### src/rtl/gpu_mem_pkg.sv
// Shared types and constants for the GPU memory-port arbiter.
// Holds the FSM state encoding, default bus widths and the grant-index width helper.
package gpu_mem_pkg;

  localparam int unsigned DEF_ADDR_W = 8;
  localparam int unsigned DEF_DATA_W = 8;

  typedef enum logic [1:0] {
    IDLE  = 2'd0,
    ISSUE = 2'd1,
    WAIT  = 2'd2,
    RESP  = 2'd3
  } state_e;

  // Ceiling log2, never below 1 so a 2-entry index still has a bit.
  function automatic int unsigned idx_width(input int unsigned n);
    int unsigned w;
    w = 1;
    while ((32'd1 << w) < n) begin
      w = w + 1;
    end
    return w;
  endfunction

endpackage

### src/rtl/gpu_rr_arbiter.sv
// Combinational rotating-priority pick: searches ptr+1, ptr+2, ... modulo N
// and returns the first requester as a one-hot grant plus its index.
module gpu_rr_arbiter
  import gpu_mem_pkg::*;
#(
  parameter int unsigned N     = 4,
  parameter int unsigned IDX_W = idx_width(N)
) (
  input  logic [N-1:0]     req,
  input  logic [IDX_W-1:0] ptr,
  output logic [N-1:0]     gnt_c,
  output logic [IDX_W-1:0] idx_c,
  output logic             any_c
);

  int unsigned      pos;
  logic [IDX_W-1:0] pos_i;

  always_comb begin
    gnt_c = '0;
    idx_c = '0;
    any_c = 1'b0;
    pos   = 0;
    pos_i = '0;
    for (int unsigned k = 1; k <= N; k++) begin
      pos   = (32'(ptr) + k) % N;
      pos_i = IDX_W'(pos);
      if (!any_c && req[pos_i]) begin
        any_c        = 1'b1;
        gnt_c[pos_i] = 1'b1;
        idx_c        = pos_i;
      end
    end
  end

endmodule

### src/rtl/gpu_mem_arbiter.sv
// Shares one memory port among NUM_THREADS decode units, one transaction at a time,
// picking requesters round-robin and returning each response to its winning thread.
module gpu_mem_arbiter
  import gpu_mem_pkg::*;
#(
  parameter int unsigned NUM_THREADS = 4,
  parameter int unsigned ADDR_W      = DEF_ADDR_W,
  parameter int unsigned DATA_W      = DEF_DATA_W
) (
  input  logic                          clk,
  input  logic                          reset,
  input  logic [NUM_THREADS-1:0]        req_valid,
  input  logic [NUM_THREADS-1:0]        req_we,
  input  logic [NUM_THREADS*ADDR_W-1:0] req_addr,
  input  logic [NUM_THREADS*DATA_W-1:0] req_wdata,
  output logic [NUM_THREADS-1:0]        req_ready,
  output logic [NUM_THREADS-1:0]        rsp_valid,
  output logic [DATA_W-1:0]             rsp_rdata,
  output logic                          mem_req_valid,
  input  logic                          mem_req_ready,
  output logic                          mem_we,
  output logic [ADDR_W-1:0]             mem_addr,
  output logic [DATA_W-1:0]             mem_wdata,
  input  logic                          mem_rsp_valid,
  input  logic [DATA_W-1:0]             mem_rsp_rdata,
  output logic                          busy
);

  localparam int unsigned IDX_W = idx_width(NUM_THREADS);

  state_e              state_q, state_d;
  logic [IDX_W-1:0]    rr_ptr_q, rr_ptr_d;
  logic [IDX_W-1:0]    grant_q, grant_d;
  logic                we_q, we_d;
  logic [ADDR_W-1:0]   addr_q, addr_d;
  logic [DATA_W-1:0]   wdata_q, wdata_d;
  logic [DATA_W-1:0]   rsp_rdata_q, rsp_rdata_d;

  logic [NUM_THREADS-1:0] arb_gnt;
  logic [IDX_W-1:0]       arb_idx;
  logic                   arb_any;

  gpu_rr_arbiter #(
    .N     (NUM_THREADS),
    .IDX_W (IDX_W)
  ) u_rr (
    .req   (req_valid),
    .ptr   (rr_ptr_q),
    .gnt_c (arb_gnt),
    .idx_c (arb_idx),
    .any_c (arb_any)
  );

  always_ff @(posedge clk or posedge reset) begin
    if (reset) begin
      state_q <= IDLE;
    end else begin
      state_q <= state_d;
    end
  end

  // rr_ptr resets to the last thread so thread 0 is searched first.
  always_ff @(posedge clk or posedge reset) begin
    if (reset) begin
      rr_ptr_q    <= IDX_W'(NUM_THREADS - 1);
      grant_q     <= '0;
      we_q        <= 1'b0;
      addr_q      <= '0;
      wdata_q     <= '0;
      rsp_rdata_q <= '0;
    end else begin
      rr_ptr_q    <= rr_ptr_d;
      grant_q     <= grant_d;
      we_q        <= we_d;
      addr_q      <= addr_d;
      wdata_q     <= wdata_d;
      rsp_rdata_q <= rsp_rdata_d;
    end
  end

  always_comb begin
    state_d = state_q;
    unique case (state_q)
      IDLE:    if (arb_any)       state_d = ISSUE;
      ISSUE:   if (mem_req_ready) state_d = WAIT;
      WAIT:    if (mem_rsp_valid) state_d = RESP;
      RESP:                       state_d = IDLE;
      default:                    state_d = IDLE;
    endcase
  end

  // Latch the winner's request on accept; capture read data only while waiting.
  always_comb begin
    rr_ptr_d    = rr_ptr_q;
    grant_d     = grant_q;
    we_d        = we_q;
    addr_d      = addr_q;
    wdata_d     = wdata_q;
    rsp_rdata_d = rsp_rdata_q;
    if (state_q == IDLE && arb_any) begin
      grant_d = arb_idx;
      for (int unsigned i = 0; i < NUM_THREADS; i++) begin
        if (arb_gnt[i]) begin
          we_d    = req_we[i];
          addr_d  = req_addr[i*ADDR_W +: ADDR_W];
          wdata_d = req_wdata[i*DATA_W +: DATA_W];
        end
      end
    end
    if (state_q == WAIT && mem_rsp_valid) begin
      rsp_rdata_d = mem_rsp_rdata;
    end
    if (state_q == RESP) begin
      rr_ptr_d = grant_q;
    end
  end

  // req_ready is gated by reset so no accept is offered while the block is held in reset.
  always_comb begin
    req_ready     = '0;
    rsp_valid     = '0;
    mem_req_valid = 1'b0;
    unique case (state_q)
      IDLE:  if (!reset) req_ready = arb_gnt;
      ISSUE: mem_req_valid = 1'b1;
      RESP: begin
        for (int unsigned i = 0; i < NUM_THREADS; i++) begin
          rsp_valid[i] = (grant_q == IDX_W'(i));
        end
      end
      default: ;
    endcase
  end

  assign busy      = (state_q != IDLE);
  assign mem_we    = we_q;
  assign mem_addr  = addr_q;
  assign mem_wdata = wdata_q;
  assign rsp_rdata = rsp_rdata_q;

endmodule

### config.mk
export PLATFORM = sky130hd
export DESIGN_NAME = gpu_mem_arbiter
export DESIGN_NICKNAME = d
export VERILOG_FILES = /design/src/rtl/gpu_mem_pkg.sv /design/src/rtl/gpu_rr_arbiter.sv /design/src/rtl/gpu_mem_arbiter.sv
export SDC_FILE = /design/constraint.sdc
export NUM_CORES = 1
export LEC_CHECK = 0
export CAP_MARGIN = 10
export CORE_MARGIN = 3
export CORE_UTILIZATION = 39
export CTS_CLUSTER_DIAMETER = 50
export DETAILED_ROUTE_END_ITERATION = 6
export PLACE_DENSITY = 0.85
export SLEW_MARGIN = 10
export SYNTH_ARGS = -nofsm -noshare
export SYNTH_HDL_FRONTEND = slang
export SYNTH_SLANG_ARGS = --single-unit
export TNS_END_PERCENT = 30
### constraint.sdc
create_clock -name clk -period 3.7 [get_ports clk]
set_clock_uncertainty 0.2 [all_clocks]
set_input_delay 0.925 -clock clk [delete_from_list [all_inputs] [get_ports clk]]
set_output_delay 0.925 -clock clk [all_outputs]
set_load 0.03 [all_outputs]
==> results.py <==
metrics = {
    "timing": {
        "hold_violations": 0,
        "setup_slack_ns": -0.00539,
        "finalSetupTns_ns": -0.00539,
        "min_period_over_period_pct": 100,
        "min_period_ns": 3.71,
        "max-slew-margin-rel_pct": 59.7,
        "worstMarginPinSlew_ns": 0.597,
        "grt_setup_unrepaired": "yes",
        "report.final.slew_viol_count": 0,
        "fmax_ghz": 0.270,
        "setup_viol": 1,
    },
    "placed_design": {
        "post-dp-hpwl_um": 7450,
        "port_buffers": 118,
        "detailedPlace.worstSlack_ns": -0.449,
        "place_congestion": 0.904,
    },
    "clock_tree": {
        "clock-sinks": 31,
        "cts_buffers": 5,
        "h_tree_depth": 2,
        "clockRootBuffer": "clkbuf_8",
        "cts.clk_slew.worst_paths_ns": 0.06,
        "cts_tree": "done",
        "worstSkewPairLatency_ns": 0.28,
        "cts_hold_buffers": 0,
        "cts_buffer_depth": 2,
    },
    "finish": {
        "layout.filler_cells": 568,
        "area.growth.synth_to_final_pct": 62.3,
        "multi_input_comb_area_um2": 1730,
        "design.final.nets": 551,
        "finish.utilization_pct": 65.7,
        "antennaDiodeCount": 0,
        "sequential_cell_area_um2": 778,
        "layout-drive-gt1-share_pct": 23.1,
    },
    "logic_synthesis": {
        "synth_top_cells_by_area": "dfrtp_1 26%, inv_1 5.8%, ha_1 5.4%",
        "yosysUniqueCellTypes": 53,
        "total_nets_after_synthesis": 398,
        "syn_inst": 302,
        "ys_warn_count": 0,
        "ys.flop_type": "dfrtp_1",
        "postSynthAreaPerCell_um2": 9.16,
        "synth_seq_cells": 31,
        "async_reset_ff_share_pct": 100,
        "synth_top_cells_by_count": "43 x inv_1, 29 x dfrtp_1, 19 x a21oi_1",
        "cell_area_after_technology_mapping_um2": 2770,
        "yosysTopAreaCell": "dfrtp_1",
        "most_common_cell_in_the_netlist": "inv_1",
        "synth.top_cell.area_share_pct": 26.2,
        "number_of_enable_type_register_cells_in_the_synthesized_netlist": 0,
        "synth.yosys.seq_area_share_pct": 28.1,
    },
    "worst_setup_path": {
        "worst_setup_path_start": "rr_ptr_q[1]$_DFFE_PP1P_",
        "timing.critical_path.slowest_cell_delay_ns": 0.61,
        "cp.arrival_ns": 2.58,
        "setup.worst_path.class": "reg -> out",
        "timing.critical_path.cells": "inv_4 -> ha_4 -> mux4_2 -> buf_6 -> nand2_4 -> o21ai_2 -> nor3_2 -> nor2_2 -> buf_6",
        "start_kind": "register",
        "cp_data_required_time_ns": 2.57,
        "worst-path-max-fanout": 6,
        "path_common_cell": "buf_6",
        "end_kind": "primary output",
        "rr_startpoint": "rr_ptr_q[1]$_DFFE_PP1P_",
        "critical_path.slowest_cell": "mux4_2",
    },
    "route": {
        "detail_route.vias_per_cell": 5.81,
        "drt_drc_violations_left": 0,
        "drtPass1Iterations": 7,
        "dr_total_vias": 3202,
        "wirelength_um": 10100,
        "first_iter_violations": 231,
        "detail_route.wl_per_cell_um": 18.3,
        "postRouteAntennaNets": 0,
    },
    "global_route": {
        "grt_overflow": 0,
        "antenna_found_initial": 0,
        "grt.total_usage_pct": 23.5,
        "first_pass_grt_wire_length_um": 15800,
        "first_global_vias": 3196,
        "grt_max_degree": 32,
    },
    "power": {
        "power_density_nw_per_um2": 915,
        "vdd_drop_max_mv": 0.537,
        "total_power_w": 0.00410,
        "leakagePower_nw": 1.97,
    },
    "floorplan": {
        "die_height_um": 90.2,
        "initial_core_util_pct": 40.5,
        "core_um2": 6830,
        "num_rows": 30,
        "design.die.area_um2": 8140,
        "chip_width_um": 90.2,
        "design.portCount": 119,
    },
    "hold_path": {
        "hold_path_class": "reg -> reg",
        "hold_path.startpoint": "rsp_rdata[5]$_DFFE_PP0P_",
    },
    "job": {
        "max_cap_viol_count": 0,
    },
    "run_status": {
        "run_status": "complete, but fails checks",
        "failed_checks": "setup timing",
    },
}
## per-layer routing
metal	share of wire [%]	track usage, %	routed length, um	vias to the layer above
met2	48	39.6	4820	173
met4	3.1	6.89	314	0
li1	-	-	-	1467
met1	41	29.6	4130	1530
met3	7.9	6.03	795	32
met5	0	0	0	-
## stage by stage
step	hold slack [ns]	cells	area [um2]
floorplan	0.319	302	2790
global placement	0.286	532	4260
detailed placement	0.292	532	4260
CTS	0.307	543	4410
global route	0.324	551	4490
finish	0.304	551	4490
## worst max-delay path, delay by kind of cell (launching register included)
family | cells | cell delay, ns
compound gates | 1 | 0.07
mux | 1 | 0.61
flops | 1 | 0.55
buf+inv | 3 | 0.38
fa+ha+maj | 1 | 0.27
simple gates | 3 | 0.41
## placed cells by master, fill, tap and decap left out, types with 2 or more instances in the layout
cell / instances
a32oi_1: 17
dfrtp_1: 29
buf_12: 2
mux2_2: 9
nand2_2: 2
o311ai_1: 11
clkdlybuf4s50_1: 110
nand2_1: 9
o31a_1: 17
nor2_2: 2
mux4_2: 2
a21boi_4: 2
or3b_1: 2
ha_1: 11
o311ai_0: 7
o21ai_0: 6
a2111o_1: 2
a22o_1: 3
o211ai_1: 2
inv_1: 41
clkbuf_8: 6
buf_2: 4
nor2_1: 4
nor3_2: 2
nand3b_1: 2
a21oi_1: 19
mux2i_1: 2
buf_6: 4
and4_1: 17
buf_4: 54
and3b_1: 3
o31ai_1: 17
dfstp_2: 2
nor3b_1: 3
o21a_1: 2
## flip-flops by register name, indices dropped and copies added (netlist names)
name and count:
mem_we 1, state_q 2, rr_ptr_q 2, grant_q 2, mem_wdata 8, mem_addr 8, rsp_rdata 8
## power by group
group	switching [W]	internal, W
Combinational	0.00172	0.00148
Clock	0.000121	0.000146
Sequential	0.000107	0.000527
## repair_timing
action	4_1_cts	5_1_grt
buffers inserted	4	8
gates resized for setup	22	12
pin swaps	9	6
endpoints found under the setup margin	19	7
## logic make-up (layout without fill, tap and decap cells)
family / count (synthesis) / after routing / share of synthesized area (%)
compound gates: 119 / 119 / 34.8
simple gates: 56 / 56 / 13.8
mux: 13 / 13 / 6.02
flops: 31 / 31 / 28.1
buf+inv: 71 / 224 / 11.8
fa+ha+maj: 12 / 12 / 5.43
## worst paths after layout
check,slack (ns),endpoint,cells past startpoint
max,-0.005,req_ready[1],9
min,0.30,rsp_rdata[5]$_DFFE_PP0P_,1
max reg2reg,0.16,mem_addr[5]$_DFFE_PP0P_,12
min reg2reg,0.30,rsp_rdata[5]$_DFFE_PP0P_,1
max in group asynchronous,2.13,rr_ptr_q[1]$_DFFE_PP1P_,3
min in group asynchronous,0.85,mem_wdata[7]$_DFFE_PP0P_,3
## area by class of cell
type	count	share of cell area, %
multi-input combinational	200	38.5
tap	96	2.68
clock buffer	6	1.84
clock inverter	1	0.112
timing repair buffer	174	35.9
inverter	43	3.65
sequential	31	17.3
No activity file was read; power rests on OpenSTA's default activity.
